File: src/rtl/countdown_ctrl_if.sv
// Control and status bundle between countdown_ctrl and the mm:ss BCD digit chain.
// All signals are level-sampled on the rising clock edge; there is no valid/ready
// handshake, a request simply takes effect in the cycle it is seen high.
interface countdown_ctrl_if;
  logic       start;
  logic       stop;
  logic       clear;
  logic       load_req;
  logic       door_open;
  logic       chain_zero;
  logic       loadn;
  logic       chain_clrn;
  logic       cnt_en;
  logic       running;
  logic       done;
  logic       beep;
  logic [2:0] state;

  modport slave (
    input  start, stop, clear, load_req, door_open, chain_zero,
    output loadn, chain_clrn, cnt_en, running, done, beep, state
  );

  modport master (
    output start, stop, clear, load_req, door_open, chain_zero,
    input  loadn, chain_clrn, cnt_en, running, done, beep, state
  );
endinterface

File: src/rtl/countdown_ctrl.sv
// Sequencer for the mm:ss countdown chain: load/clear strobes, one-per-tick
// count enable from a prescaler, run/pause/done FSM with door interlock and beeper.
module countdown_ctrl #(
  parameter int TICK_DIV    = 50000000,
  parameter int BEEP_CYCLES = 100000000
) (
  input  logic               clock,
  input  logic               clrn,
  countdown_ctrl_if.slave    bus
);

  localparam int DIV_W  = $clog2(TICK_DIV);
  localparam int BEEP_W = $clog2(BEEP_CYCLES + 1);

  typedef enum logic [2:0] {
    IDLE  = 3'd0,
    LOAD  = 3'd1,
    READY = 3'd2,
    RUN   = 3'd3,
    PAUSE = 3'd4,
    DONE  = 3'd5
  } state_t;

  state_t              state_q, state_d;
  logic [DIV_W-1:0]    div_q, div_d;
  logic [BEEP_W-1:0]   beep_cnt_q, beep_cnt_d;
  logic                chain_clrn_q, chain_clrn_d;
  logic                tick_last;

  assign tick_last = (div_q == DIV_W'(TICK_DIV - 1));

  always_comb begin
    state_d      = state_q;
    div_d        = div_q;
    beep_cnt_d   = beep_cnt_q;
    chain_clrn_d = !bus.clear;

    case (state_q)
      IDLE: begin
        if (bus.load_req) state_d = LOAD;
      end
      LOAD: begin
        state_d = READY;
        div_d   = '0;
      end
      READY: begin
        if (bus.load_req) begin
          state_d = LOAD;
        end else if (bus.start && !bus.door_open && !bus.chain_zero) begin
          state_d = RUN;
          div_d   = '0;
        end
      end
      RUN: begin
        if (bus.stop || bus.door_open) begin
          state_d = PAUSE;
        end else if (bus.chain_zero) begin
          state_d    = DONE;
          beep_cnt_d = BEEP_W'(BEEP_CYCLES);
        end else begin
          div_d = tick_last ? '0 : div_q + DIV_W'(1);
        end
      end
      PAUSE: begin
        // Divider is left untouched so a resume finishes the partial second.
        if (bus.load_req) begin
          state_d = LOAD;
        end else if (bus.start && !bus.door_open) begin
          state_d = RUN;
        end
      end
      DONE: begin
        if (bus.load_req) begin
          state_d = LOAD;
        end else if (bus.stop) begin
          beep_cnt_d = '0;
        end else if (beep_cnt_q != '0) begin
          beep_cnt_d = beep_cnt_q - BEEP_W'(1);
        end
      end
      default: state_d = IDLE;
    endcase

    if (bus.clear) begin
      state_d = IDLE;
      div_d   = div_q;
    end

    // The beeper only sounds while the run is finished.
    if (state_d != DONE) beep_cnt_d = '0;
  end

  always_ff @(posedge clock or negedge clrn) begin
    if (!clrn) begin
      state_q      <= IDLE;
      div_q        <= '0;
      beep_cnt_q   <= '0;
      chain_clrn_q <= 1'b1;
    end else begin
      state_q      <= state_d;
      div_q        <= div_d;
      beep_cnt_q   <= beep_cnt_d;
      chain_clrn_q <= chain_clrn_d;
    end
  end

  assign bus.loadn      = (state_q != LOAD);
  assign bus.chain_clrn = chain_clrn_q;
  assign bus.running    = (state_q == RUN);
  assign bus.done       = (state_q == DONE);
  assign bus.beep       = (beep_cnt_q != '0);
  assign bus.state      = state_q;
  assign bus.cnt_en     = (state_q == RUN) && tick_last && !bus.clear && !bus.stop &&
                          !bus.door_open && !bus.chain_zero;

endmodule

File: src/flat_wrapper.sv
// flat-port wrapper written by rule: the top's interface ports become plain ports
module countdown_ctrl_flat 
#(
  parameter int TICK_DIV    = 50000000,
  parameter int BEEP_CYCLES = 100000000
)
  (clock, clrn, bus_start, bus_stop, bus_clear, bus_load_req, bus_door_open, bus_chain_zero, bus_loadn, bus_chain_clrn, bus_cnt_en, bus_running, bus_done, bus_beep, bus_state);
  countdown_ctrl_if bus_i ();
  input  logic clock;
  input  logic clrn;
  input wire logic [$bits(bus_i.start)-1:0] bus_start;
  input wire logic [$bits(bus_i.stop)-1:0] bus_stop;
  input wire logic [$bits(bus_i.clear)-1:0] bus_clear;
  input wire logic [$bits(bus_i.load_req)-1:0] bus_load_req;
  input wire logic [$bits(bus_i.door_open)-1:0] bus_door_open;
  input wire logic [$bits(bus_i.chain_zero)-1:0] bus_chain_zero;
  output wire logic [$bits(bus_i.loadn)-1:0] bus_loadn;
  output wire logic [$bits(bus_i.chain_clrn)-1:0] bus_chain_clrn;
  output wire logic [$bits(bus_i.cnt_en)-1:0] bus_cnt_en;
  output wire logic [$bits(bus_i.running)-1:0] bus_running;
  output wire logic [$bits(bus_i.done)-1:0] bus_done;
  output wire logic [$bits(bus_i.beep)-1:0] bus_beep;
  output wire logic [$bits(bus_i.state)-1:0] bus_state;
  assign bus_i.start = bus_start;
  assign bus_i.stop = bus_stop;
  assign bus_i.clear = bus_clear;
  assign bus_i.load_req = bus_load_req;
  assign bus_i.door_open = bus_door_open;
  assign bus_i.chain_zero = bus_chain_zero;
  assign bus_loadn = bus_i.loadn;
  assign bus_chain_clrn = bus_i.chain_clrn;
  assign bus_cnt_en = bus_i.cnt_en;
  assign bus_running = bus_i.running;
  assign bus_done = bus_i.done;
  assign bus_beep = bus_i.beep;
  assign bus_state = bus_i.state;
  countdown_ctrl #(.TICK_DIV(TICK_DIV), .BEEP_CYCLES(BEEP_CYCLES)) u_core (.clock(clock), .clrn(clrn), .bus(bus_i));
endmodule
File: config.mk
export PLATFORM = sky130hd
export DESIGN_NAME = countdown_ctrl_flat
export DESIGN_NICKNAME = d
export VERILOG_FILES = /design/src/rtl/countdown_ctrl_if.sv /design/src/rtl/countdown_ctrl.sv /design/src/flat_wrapper.sv
export SDC_FILE = /design/constraint.sdc
export NUM_CORES = 1
export LEC_CHECK = 0
export BUFFER_PORTS_ARGS = -buffer_cell sky130_fd_sc_hd__buf_2
export CAP_MARGIN = 20
export CORE_MARGIN = 2
export CORE_UTILIZATION = 35
export CTS_BUF_LIST = sky130_fd_sc_hd__clkbuf_2
export CTS_CLUSTER_SIZE = 14
export DETAILED_ROUTE_END_ITERATION = 6
export SLEW_MARGIN = 20
export SYNTH_ARGS = -nofsm -noshare
export SYNTH_HDL_FRONTEND = slang
export SYNTH_SLANG_ARGS = --single-unit
File: constraint.sdc
create_clock -name clock -period 4.3 [get_ports clock]
set_clock_uncertainty 0.15 [all_clocks]
set_input_delay 0.215 -clock clock [delete_from_list [all_inputs] [get_ports clock]]
set_output_delay 0.215 -clock clock [all_outputs]
set_load 0.01 [all_outputs]
* Yosys cells after proc, flatten, opt, wreduce, memory -nomap -nowiden
Index checks and enable logic that the tools add are counted.
Word-level totals: register bits after elaboration 57, logic and storage cells 64, output and inout bits 9, input bits 8
Operators by class: $add $sub $neg 2, equal/unequal tests 16, bitwise gates (word level) 1, mux-type cells 22, reductions and logical operators 19
Operators by type and width (number):
- $mux W27 | 6
- $mux W26 | 5
- $pmux W26 S3 | 1
- $pmux W27 S2 | 1
- $reduce_bool A27 Y1 | 1
- $sub A27 B1 Y27 const B | 1
- $add A26 B1 Y26 const B | 1
- $eq A26 B26 Y1 const B | 1
- $mux W3 | 8
- $pmux W3 S5 | 1
- $logic_and A1 B1 Y1 | 7
- $eq A3 B2 Y1 const B | 2
- $eq A3 B3 Y1 const B | 2
- $ne A2 B2 Y1 const B | 3
- $ne A3 B2 Y1 const B | 2
- $ne A3 B3 Y1 const B | 2
- $reduce_and A6 Y1 | 1
- $reduce_bool A3 Y1 | 2
- $reduce_and A5 Y1 | 1
- $logic_not A1 Y1 | 4
- $ne A4 B2 Y1 const B | 1
- $eq A3 B1 Y1 const B | 1
- $logic_not A3 Y1 | 1
- $ne A3 B1 Y1 const B | 1
- other kinds (4) | 4

* Longest topological paths before layout
word-level depth 10, mapped depth 9, gate-level depth less buffers 7

* Worst setup path before layout
OpenSTA, ideal clock, no wires.
kind reg2reg, from register u_core.state_q[2], in the netlist u_core.bus.state[2], to register u_core.div_q[21], arrival time 1.999 ns, cell stages (with the launch flop) 9, slack 2.031 ns, library setup time 0.120 ns, buffers on the path 3, path through dfrtp_1 -> buf_6 -> or2_1 -> buf_6 -> or4_4 -> buf_6 -> a2111oi_4 -> xnor2_1 -> nor2_2
Between the ends: word-level cells in the longest chain between the ends 3
RTL lines:
- start, declared | RTL line countdown_ctrl.sv:24 | state_t state_q, state_d;
- start signal, assigned | RTL line countdown_ctrl.sv:100 | state_q <= state_d;
- $eq A3 B2 Y1 / $eq A3 B1 Y1 (equally long branches) | RTL line countdown_ctrl.sv:38 | case (state_q)
- $ne A2 B1 Y1 (no source line) (tied with other cells)
- $reduce_and A6 Y1 (no source line)
- end signal, assigned | RTL line countdown_ctrl.sv:101 | div_q <= div_d;
- end, declared | RTL line countdown_ctrl.sv:25 | logic [DIV_W-1:0] div_q, div_d;
Several ways; a longest one is shown, not always the timed one. A chain may end at the register's enable or synchronous reset.

* Worst setup path after layout
from register u_core.beep_cnt_q[10], to output bus_beep
Between the ends: word-level cells in the longest chain between the ends 1
RTL lines:
- start, declared | RTL line countdown_ctrl.sv:26 | logic [BEEP_W-1:0] beep_cnt_q, beep_cnt_d;
- start signal, assigned | RTL line countdown_ctrl.sv:102 | beep_cnt_q <= beep_cnt_d;
- $reduce_bool A27 Y1 | RTL line countdown_ctrl.sv:111 | assign bus.beep = (beep_cnt_q != '0);
- end, declared | RTL line flat_wrapper.sv:22 | output wire logic [$bits(bus_i.beep)-1:0] bus_beep;
No other way between the ends.

==> results.cfg <==
[setup_path]
cp_max_fo = 6
cp_cell_sequence = or4_1 -> nor4_4 -> nand3_1 -> or2_2 -> buf_2
crit_buf_inv = 1
crit_path_end_kind = primary output
crit_path_top_delay_cell = or4_1
worst_ep_required_time_ps = 3930
cp-start-kind = flip-flop
worst_path_largest_cell_delay_ps = 670
crit_family = simple AND/OR/NAND/NOR gates
critPathArrivalTime_ps = 2500
critPathKind = reg -> out

[timing]
fin_tns_setup_ps = 0
whs_ps = 69.4
rsz0062_at_grt = false
slew_viol_final = 0
setup_viol = 0
period_share = 0.666
hold_viol_final = 0
max_freq_ghz = 0.349
timing.final.crit_period_ps = 2860
slew_headroom = 0.397
tightest_slew_ps = 899

[cells_and_area]
fin_cells = 533
fin_nets = 405
syn2layout_area_growth_pct = 8.19
n_antenna_cell = 0
drive_gt1_frac = 0.158

[floorplanning]
io_pins = 17
die_x_um = 104
die_area_sq_um = 10900
rows = 36
core_sq_um = 9770
initial_core_util = 0.360
dieHeight_um = 104

[routing]
wl_per_cell_um = 15.1
drc = 0
drtIter0Drc = 164
antenna_left = 0
first_pass_iters = 4
vias = 2959
wirelength_mm = 8.05
viasPerCell = 5.55

[clock_network]
cts_sinks = 57
clk_pin_slew_ps = 180
htree_levels = 3
cts_tree = done
cts_buffer_depth = 2
ctsRootBufferMaster = clkbuf_2
cts_buffers = 9
postCtsSetupBuffers = 0
cts_resized = 0
clock_latency_ps = 480

[logic_synthesis]
ys_ff_latch = 57
synth_enable_flop_cells = 0
syn_area_sq_um = 3520
synth_fp_nets = 387
synth_area_per_cell_sq_um = 9.33
synthArstFlopShare = 1.00
synth.distinct_cells = 65
yosysWarnings = 0
syn_inst = 377
synth_ff_type = dfrtp_1
ys_seq_area_frac = 0.406

[pwr]
cellLeakagePower_uw = 0.00168
vdd_drop_max_uv = 131
power_density_nw_per_um2 = 242

[placed_design]
dpl.hpwl_mm = 5.57
place_congestion = 0.872
portBuffers = 16
dp.cells = 513

[global_routing]
antenna_found_initial = 0
gr-usage-all-layers = 0.156
grt_max_degree = 58
grt_pass1_wl_mm = 13.8
grt_overflow = 0
grt_pass1_vias = 2871

[job]
drv_cap = 0

[status]
status = completed

[worst_hold_path]
holdCritPathClass = in -> reg
-- sequential cells by signal, indices dropped and copies added (netlist names) --
name,count
u_core.beep_cnt_q,27
u_core.div_q,26
u_core.bus.state,3
u_core.bus.chain_clrn,1
-- path summary, 6_finish.rpt --
check	startpoint	cells after the start	to	slack, ps
max in group asynchronous	clrn	3	u_core.div_q[5]	3230
min in group asynchronous	clrn	3	u_core.beep_cnt_q[22]	240
max reg2reg	u_core.beep_cnt_q[10]	5	u_core.beep_cnt_q[1]	1670
min reg2reg	u_core.div_q[6]	1	u_core.div_q[6]	390
max	u_core.beep_cnt_q[10]	5	bus_beep	1440
min	bus_door_open	4	u_core.bus.state[1]	70
-- placed cells by master (no fill, tap or decap), types with 4 or more instances in the layout --
master / count
nor2_1: 33
nor3_1: 15
nor2_2: 4
nor4_1: 8
buf_2: 16
a21oi_1: 25
nor3b_1: 4
nand2_1: 13
a31oi_1: 5
nand4_1: 6
or2_2: 7
xnor2_1: 12
dlygate4sd3_1: 4
xor2_1: 7
or4_1: 14
o21ai_0: 21
nand3_1: 21
clkbuf_2: 10
o31ai_1: 10
or3_1: 13
inv_1: 15
dfrtp_1: 56
o21ai_1: 8
nand3b_1: 4
-- metrics by stage --
| stage | worst slack, ps | util | power [uW] | area, sq um |
|---|---|---|---|---|
| detailed placement | 1670 | 0.376 | 653 | 3680 |
| global route | 1250 | 0.389 | 978 | 3800 |
| CTS | 1380 | 0.389 | 939 | 3800 |
| finish | 1440 | 0.389 | 920 | 3800 |
| global placement | 1690 | 0.376 | 652 | 3680 |
| floorplan | 2030 | - | 621 | 3520 |
-- area by class of cell --
| type | instances | area (sq um) |
|---|---|---|
| flip-flops and latches | 57 | 1430 |
| clock buffers | 10 | 50.0 |
| clock inverters | 6 | 35.0 |
| fillers | 1019 | 5970 |
| repair buffers | 21 | 128 |
| inverters | 15 | 56.3 |
| well taps | 133 | 166 |
| multi-input cells | 291 | 1940 |
-- power breakdown --
part           total (uW)  switching [uW]  internal, uW  leakage [uW]
Sequential            553            10.6           542      0.000791
Combinational        93.4            60.7          32.7      0.000841
Clock                 274             201          73.0     0.0000490
Total                 920             273           648       0.00168
-- synthesized netlist by cell type (4+ instances only) --
cell      number  share of area
xnor2_1       12          0.030
nand3b_1       4         0.0085
or3_1         13          0.023
inv_1         15          0.016
nor4_1         8          0.014
or2_2          7          0.012
nand2_1       13          0.014
o21ai_1        8          0.011
clkbuf_1       4         0.0043
nor2_2         4         0.0071
a31oi_1        5         0.0089
xor2_1         7          0.017
nand3_1       21          0.030
a21oi_1       25          0.036
o21ai_0       21          0.030
nor3_1        15          0.021
nand4_1        6          0.011
buf_6          4          0.013
buf_2          4         0.0057
or4_1         14          0.030
nor3b_1        4         0.0085
nor2_1        33          0.035
dfrtp_1       56           0.40
o31ai_1       10          0.021
-- worst register-to-register path, cell delays in order (launching register included) --
cell and delay, ps:
dfrtp_1 460, or4_1 670, nor4_4 310, a41o_1 650, a22oi_1 170, nor3_2 140
-- repair_timing --
action,in CTS,in global routing
hold buffers,4,0
endpoints found under the hold margin,61,0
setup endpoints to repair,0,0
-- routing by layer --
metal	global-route usage	up-vias	wire length, um
met5	0	-	0
met2	0.251	53	3780
met1	0.202	1431	3820
met4	0.0492	0	161
met3	0.0464	12	285
li1	-	1463	-
-- logic make-up (layout without fill, tap and decap cells) --
family                   after synthesis  after routing  share of synthesized area
AND/OR/NAND/NOR                      173            173                      0.302
AO/OA/AOI/OAI                         95             95                      0.189
flip-flops                            57             57                      0.406
buffers and inverters                 29             52                     0.0420
XOR/XNOR                              19             19                     0.0473
adder cells (fa/ha/maj)                2              2                    0.00712
multiplexers                           2              2                    0.00641
(Power assumes the default switching activity.)
